--- src/rtl/mov_sum.sv ---
// mov_sum: running sum of the last LEN samples of a signed stream
//   clk           clock, all logic on posedge
//   rst           asynchronous active-low reset
//   din_*         new sample x[n] (valid/ready/data)
//   din_dly_*     delayed sample x[n-LEN] from a matching data_dly
//   dout_*        registered window sum, signed, W_DOUT bits
module mov_sum #(
   parameter int LEN = 5,
   parameter int W_DIN = 16,
   localparam int W_DOUT = W_DIN + $clog2(LEN) + 1
) (
   input  logic                     clk,
   input  logic                     rst,
   input  logic                     din_valid,
   output logic                     din_ready,
   input  logic signed [W_DIN-1:0]  din_data,
   input  logic                     din_dly_valid,
   output logic                     din_dly_ready,
   input  logic signed [W_DIN-1:0]  din_dly_data,
   output logic                     dout_valid,
   input  logic                     dout_ready,
   output logic signed [W_DOUT-1:0] dout_data
);
   localparam int CW = $clog2(LEN);
   typedef enum logic {PRIME, RUN} state_t;
   state_t state, state_next;
   logic [CW-1:0] cnt, cnt_next;
   logic signed [W_DOUT-1:0] acc, acc_next, sx_din, sx_dly;
   logic can_load, fire, last;
   always_comb begin
      sx_din = {{(W_DOUT-W_DIN){din_data[W_DIN-1]}}, din_data};
      sx_dly = {{(W_DOUT-W_DIN){din_dly_data[W_DIN-1]}}, din_dly_data};
      can_load = !dout_valid || dout_ready;
      // readies are gated by rst so nothing looks acceptable while reset is held
      din_ready = (state == PRIME) ? rst && can_load : rst && din_dly_valid && can_load;
      din_dly_ready = (state == PRIME) ? 1'b0 : rst && din_valid && can_load;
      fire = din_valid && din_ready;
      acc_next = (state == PRIME) ? acc + sx_din : acc + sx_din - sx_dly;
      last = cnt == CW'(LEN - 1);
      state_next = (state == PRIME && fire && last) ? RUN : state;
      cnt_next = (state == PRIME && fire) ? (last ? '0 : cnt + 1'b1) : cnt;
   end
   always_ff @(posedge clk or negedge rst) begin
      if (!rst) begin
         state      <= PRIME;
         cnt        <= '0;
         acc        <= '0;
         dout_valid <= 1'b0;
         dout_data  <= '0;
      end else begin
         state <= state_next;
         cnt   <= cnt_next;
         if (fire) begin
            acc        <= acc_next;
            dout_data  <= acc_next;
            dout_valid <= 1'b1;
         end else if (dout_ready) begin
            dout_valid <= 1'b0;
         end
      end
   end
endmodule
--- config.mk ---
export PLATFORM = sky130hd
export DESIGN_NAME = mov_sum
export DESIGN_NICKNAME = d
export VERILOG_FILES = /design/src/rtl/mov_sum.sv
export SDC_FILE = /design/constraint.sdc
export NUM_CORES = 1
export LEC_CHECK = 0
export BUFFER_PORTS_ARGS = -buffer_cell sky130_fd_sc_hd__buf_4
export CAP_MARGIN = 20
export CORE_MARGIN = 2
export CORE_UTILIZATION = 51
export CTS_CLUSTER_SIZE = 24
export DETAILED_ROUTE_END_ITERATION = 10
export PLACE_DENSITY = 0.77
export SLEW_MARGIN = 20
export SYNTH_ARGS = -nofsm -noshare
export SYNTH_HDL_FRONTEND = slang
export SYNTH_SLANG_ARGS = --single-unit
--- constraint.sdc ---
create_clock -name clk -period 4.15 [get_ports clk]
set_input_delay 0.6225 -clock clk [delete_from_list [all_inputs] [get_ports clk]]
set_output_delay 0.6225 -clock clk [all_outputs]
set_load 0.01 [all_outputs]
==> out/results.tsv <==
metric	value	unit
status	complete, but fails checks	
violations	negative setup slack	
antenna_found_initial	0	
port_buffers	59	
clock-sinks	25	
power.switching	2140	uW
p_int	2290	uW
ir_drop	493	uV
fp.dieW	80.9	um
powerDensity	1080	nW/um^2
drv_cap	0	
cts-root-buf	clkbuf_8	
avgSynthCellArea	7.93	sq um
async_reset_ff_share	100	%
die_height	80.9	um
core_area	5610	sq um
syn2layout_area_growth	35.8	%
wl_per_cell	16.0	um
htree_levels	1	
arrival	4490	ps
clock_latency	280	ps
tns	-123	ps
switching_share	48.4	%
seq_area_frac_synth	20.8	%
setup_ws	-123	ps
setup_violations	1	
syn_area	3010	sq um
syn_inst	380	
via_per_inst	5.69	
synth_ff_type	dfrtp_1	
ioPinCount	60	
vias	3210	
slew_headroom	43.5	%
clockPowerShare	3.7	%
antenna_left	0	
first_global_vias	3214	
track_usage	28.7	%
grt_start_max_net_pins	27	
clockBufferDepth	2	
slew_violations	0	
synth_largest_area_cell	dfrtp_1	
hp-class	input pin to asynchronous set/reset pin	
hold_violations	0	
seq_power_share	9.5	%
critical-path-top-delay-family	compound AO/OA/AOI/OAI gates	
period_needed	4270	ps
cts_buffers	3	
dieArea	6540	sq um
cts_tree	done	
place.gp.congestion	0.906	
diodes	0	
critPathLaunch	acc[0]	
wl	9000	um
synth.area.top_cells	dfrtp_1 21%, ha_1 17%, xnor2_1 8.1%	
num_rows	27	
dp_hpwl	6820	um
critPathMaxStageDelay	430	ps
cts_hold_buf	0	
synth_seq_cells	25	
fin_nets	572	
drt_pass1_iterations	5	
fin_crit_sh	103	%
p_leak	0.00211	uW
drc_errors	0	
synth_edf_count	0	
fin_skew	3.89	ps
fmax	234	MHz
yosysTopAreaCellShare	20.8	%
yosys_warnings	0	
tightest_slew	847	ps
synth_cell_types	47	
layout_common_cells	118 x buf_4, 40 x nand2_1, 39 x ha_1	
path_cells	ha_4, fa_2, a21o_1, a21oi_2, o21ai_2, a221oi_4, o21ai_2, a21o_1, a21oi_2, xnor2_1, ha_1, nand4_1, nor2_2, nand3_2, a2111oi_4, o311ai_2, o41ai_2, xnor3_1, nor2_1, xor2_1	
clk_pin_slew	110	ps
grt-ovfl-total	0	
initial_utilization	53.7	%
final_common_cell	buf_4	
rr_startpoint	acc[0]	
synth_nets	459	
crit_type	flop to flop	
cp_slowest_cell	dfrtp_1	
drtIter0Drc	174	
cp-end-kind	flop	
path_max_fanout	4	
holdWs	241	ps
path_buf_inv	0	
critPathLaunchType	flop	
p_comb_share	86.7	%
drive_gt1_share	31.7	%
required	4360	ps
rsz0062_at_grt	yes	
grt_pass1_wl	14700	um
## cell type report
type / count / area (sq um)
clock buffers: 4 / 45.0
fillers: 464 / 1520
inverters: 29 / 109
multi-input cells: 315 / 2320
flip-flops and latches: 25 / 626
well taps: 72 / 90.1
repair buffers: 119 / 897
## power by group through the flow
stage	Clock, uW	Sequential [uW]	Combinational [uW]
floorplan	0	455	2270
global placement	0	423	3390
detailed placement	0	426	3480
CTS	167	421	3610
global route	170	433	4210
finish	164	422	3840
## cells in the mapped netlist, types with 6 or more instances
cell,number
a21oi_1,41
ha_1,40
nand2_1,40
nor2_1,33
o21ai_0,33
inv_1,29
xnor2_1,28
dfrtp_1,25
a21o_1,19
a211oi_1,7
clkbuf_1,6
## sequential cells by signal, indices dropped and copies added, names as in the netlist
signal / cells
acc: 20
state: 1
dout_valid: 1
cnt: 3
## per-layer routing
| metal | share of wire, % | track usage (%) | wire length, um | vias up |
|---|---|---|---|---|
| li1 | - | - | - | 1586 |
| met1 | 45 | 37.1 | 4020 | 1510 |
| met2 | 48 | 49.7 | 4360 | 95 |
| met3 | 4.6 | 3.11 | 415 | 19 |
| met4 | 2.2 | 9.49 | 202 | 0 |
| met5 | 0 | 0 | 0 | - |
## per-stage QoR
step                      setup slack, ps  instance area, sq um  power, uW  utilization [%]  instances
after floorplan                     -85.6                  3050       2720                -        380
after global placement               -312                  3890       3810             69.3        554
after detailed placement             -451                  3890       3900             69.3        554
after CTS                           -50.5                  4020       4200             71.6        562
after global routing                 -373                  4090       4810             73.0        564
final                                -123                  4090       4430             73.0        564
## what timing repair did
item,4_1_cts,5_1_grt
setup endpoints to repair,5,9
setup buffers,4,2
hold endpoints to repair,0,0
resized for setup,9,20
pin swaps,15,13
## cells by family (layout without fill, tap and decap cells)
kind of cell | after synthesis | count (layout) | share of synthesized area (%)
compound gates | 134 | 134 | 28.4
simple gates | 101 | 101 | 14.7
fa+ha+maj | 42 | 42 | 17.9
buf+inv | 40 | 152 | 6.52
xor+xnor | 34 | 34 | 10.3
flops | 25 | 25 | 20.8
mux | 4 | 4 | 1.33
## worst register-to-register path: cells and delay by family, from the launching register on
kind / cells / cell delay, ps
AO/OA/AOI/OAI: 10 / 1740
adder cells (fa/ha/maj): 3 / 890
AND/OR/NAND/NOR: 4 / 580
XOR/XNOR: 3 / 560
flip-flops: 1 / 430
## path summary, 6_finish.rpt
check                           endpoint  slack, ps  cells past startpoint
worst min register to register   acc[19]        490                      1
worst max-delay path             acc[19]       -120                     20
worst max register to register   acc[19]       -120                     20
worst min-delay path              acc[2]        240                      1
min in group clk                 acc[19]        490                      1
max in group asynchronous        acc[16]       3640                      1
No activity file was read; power rests on OpenSTA's default activity.
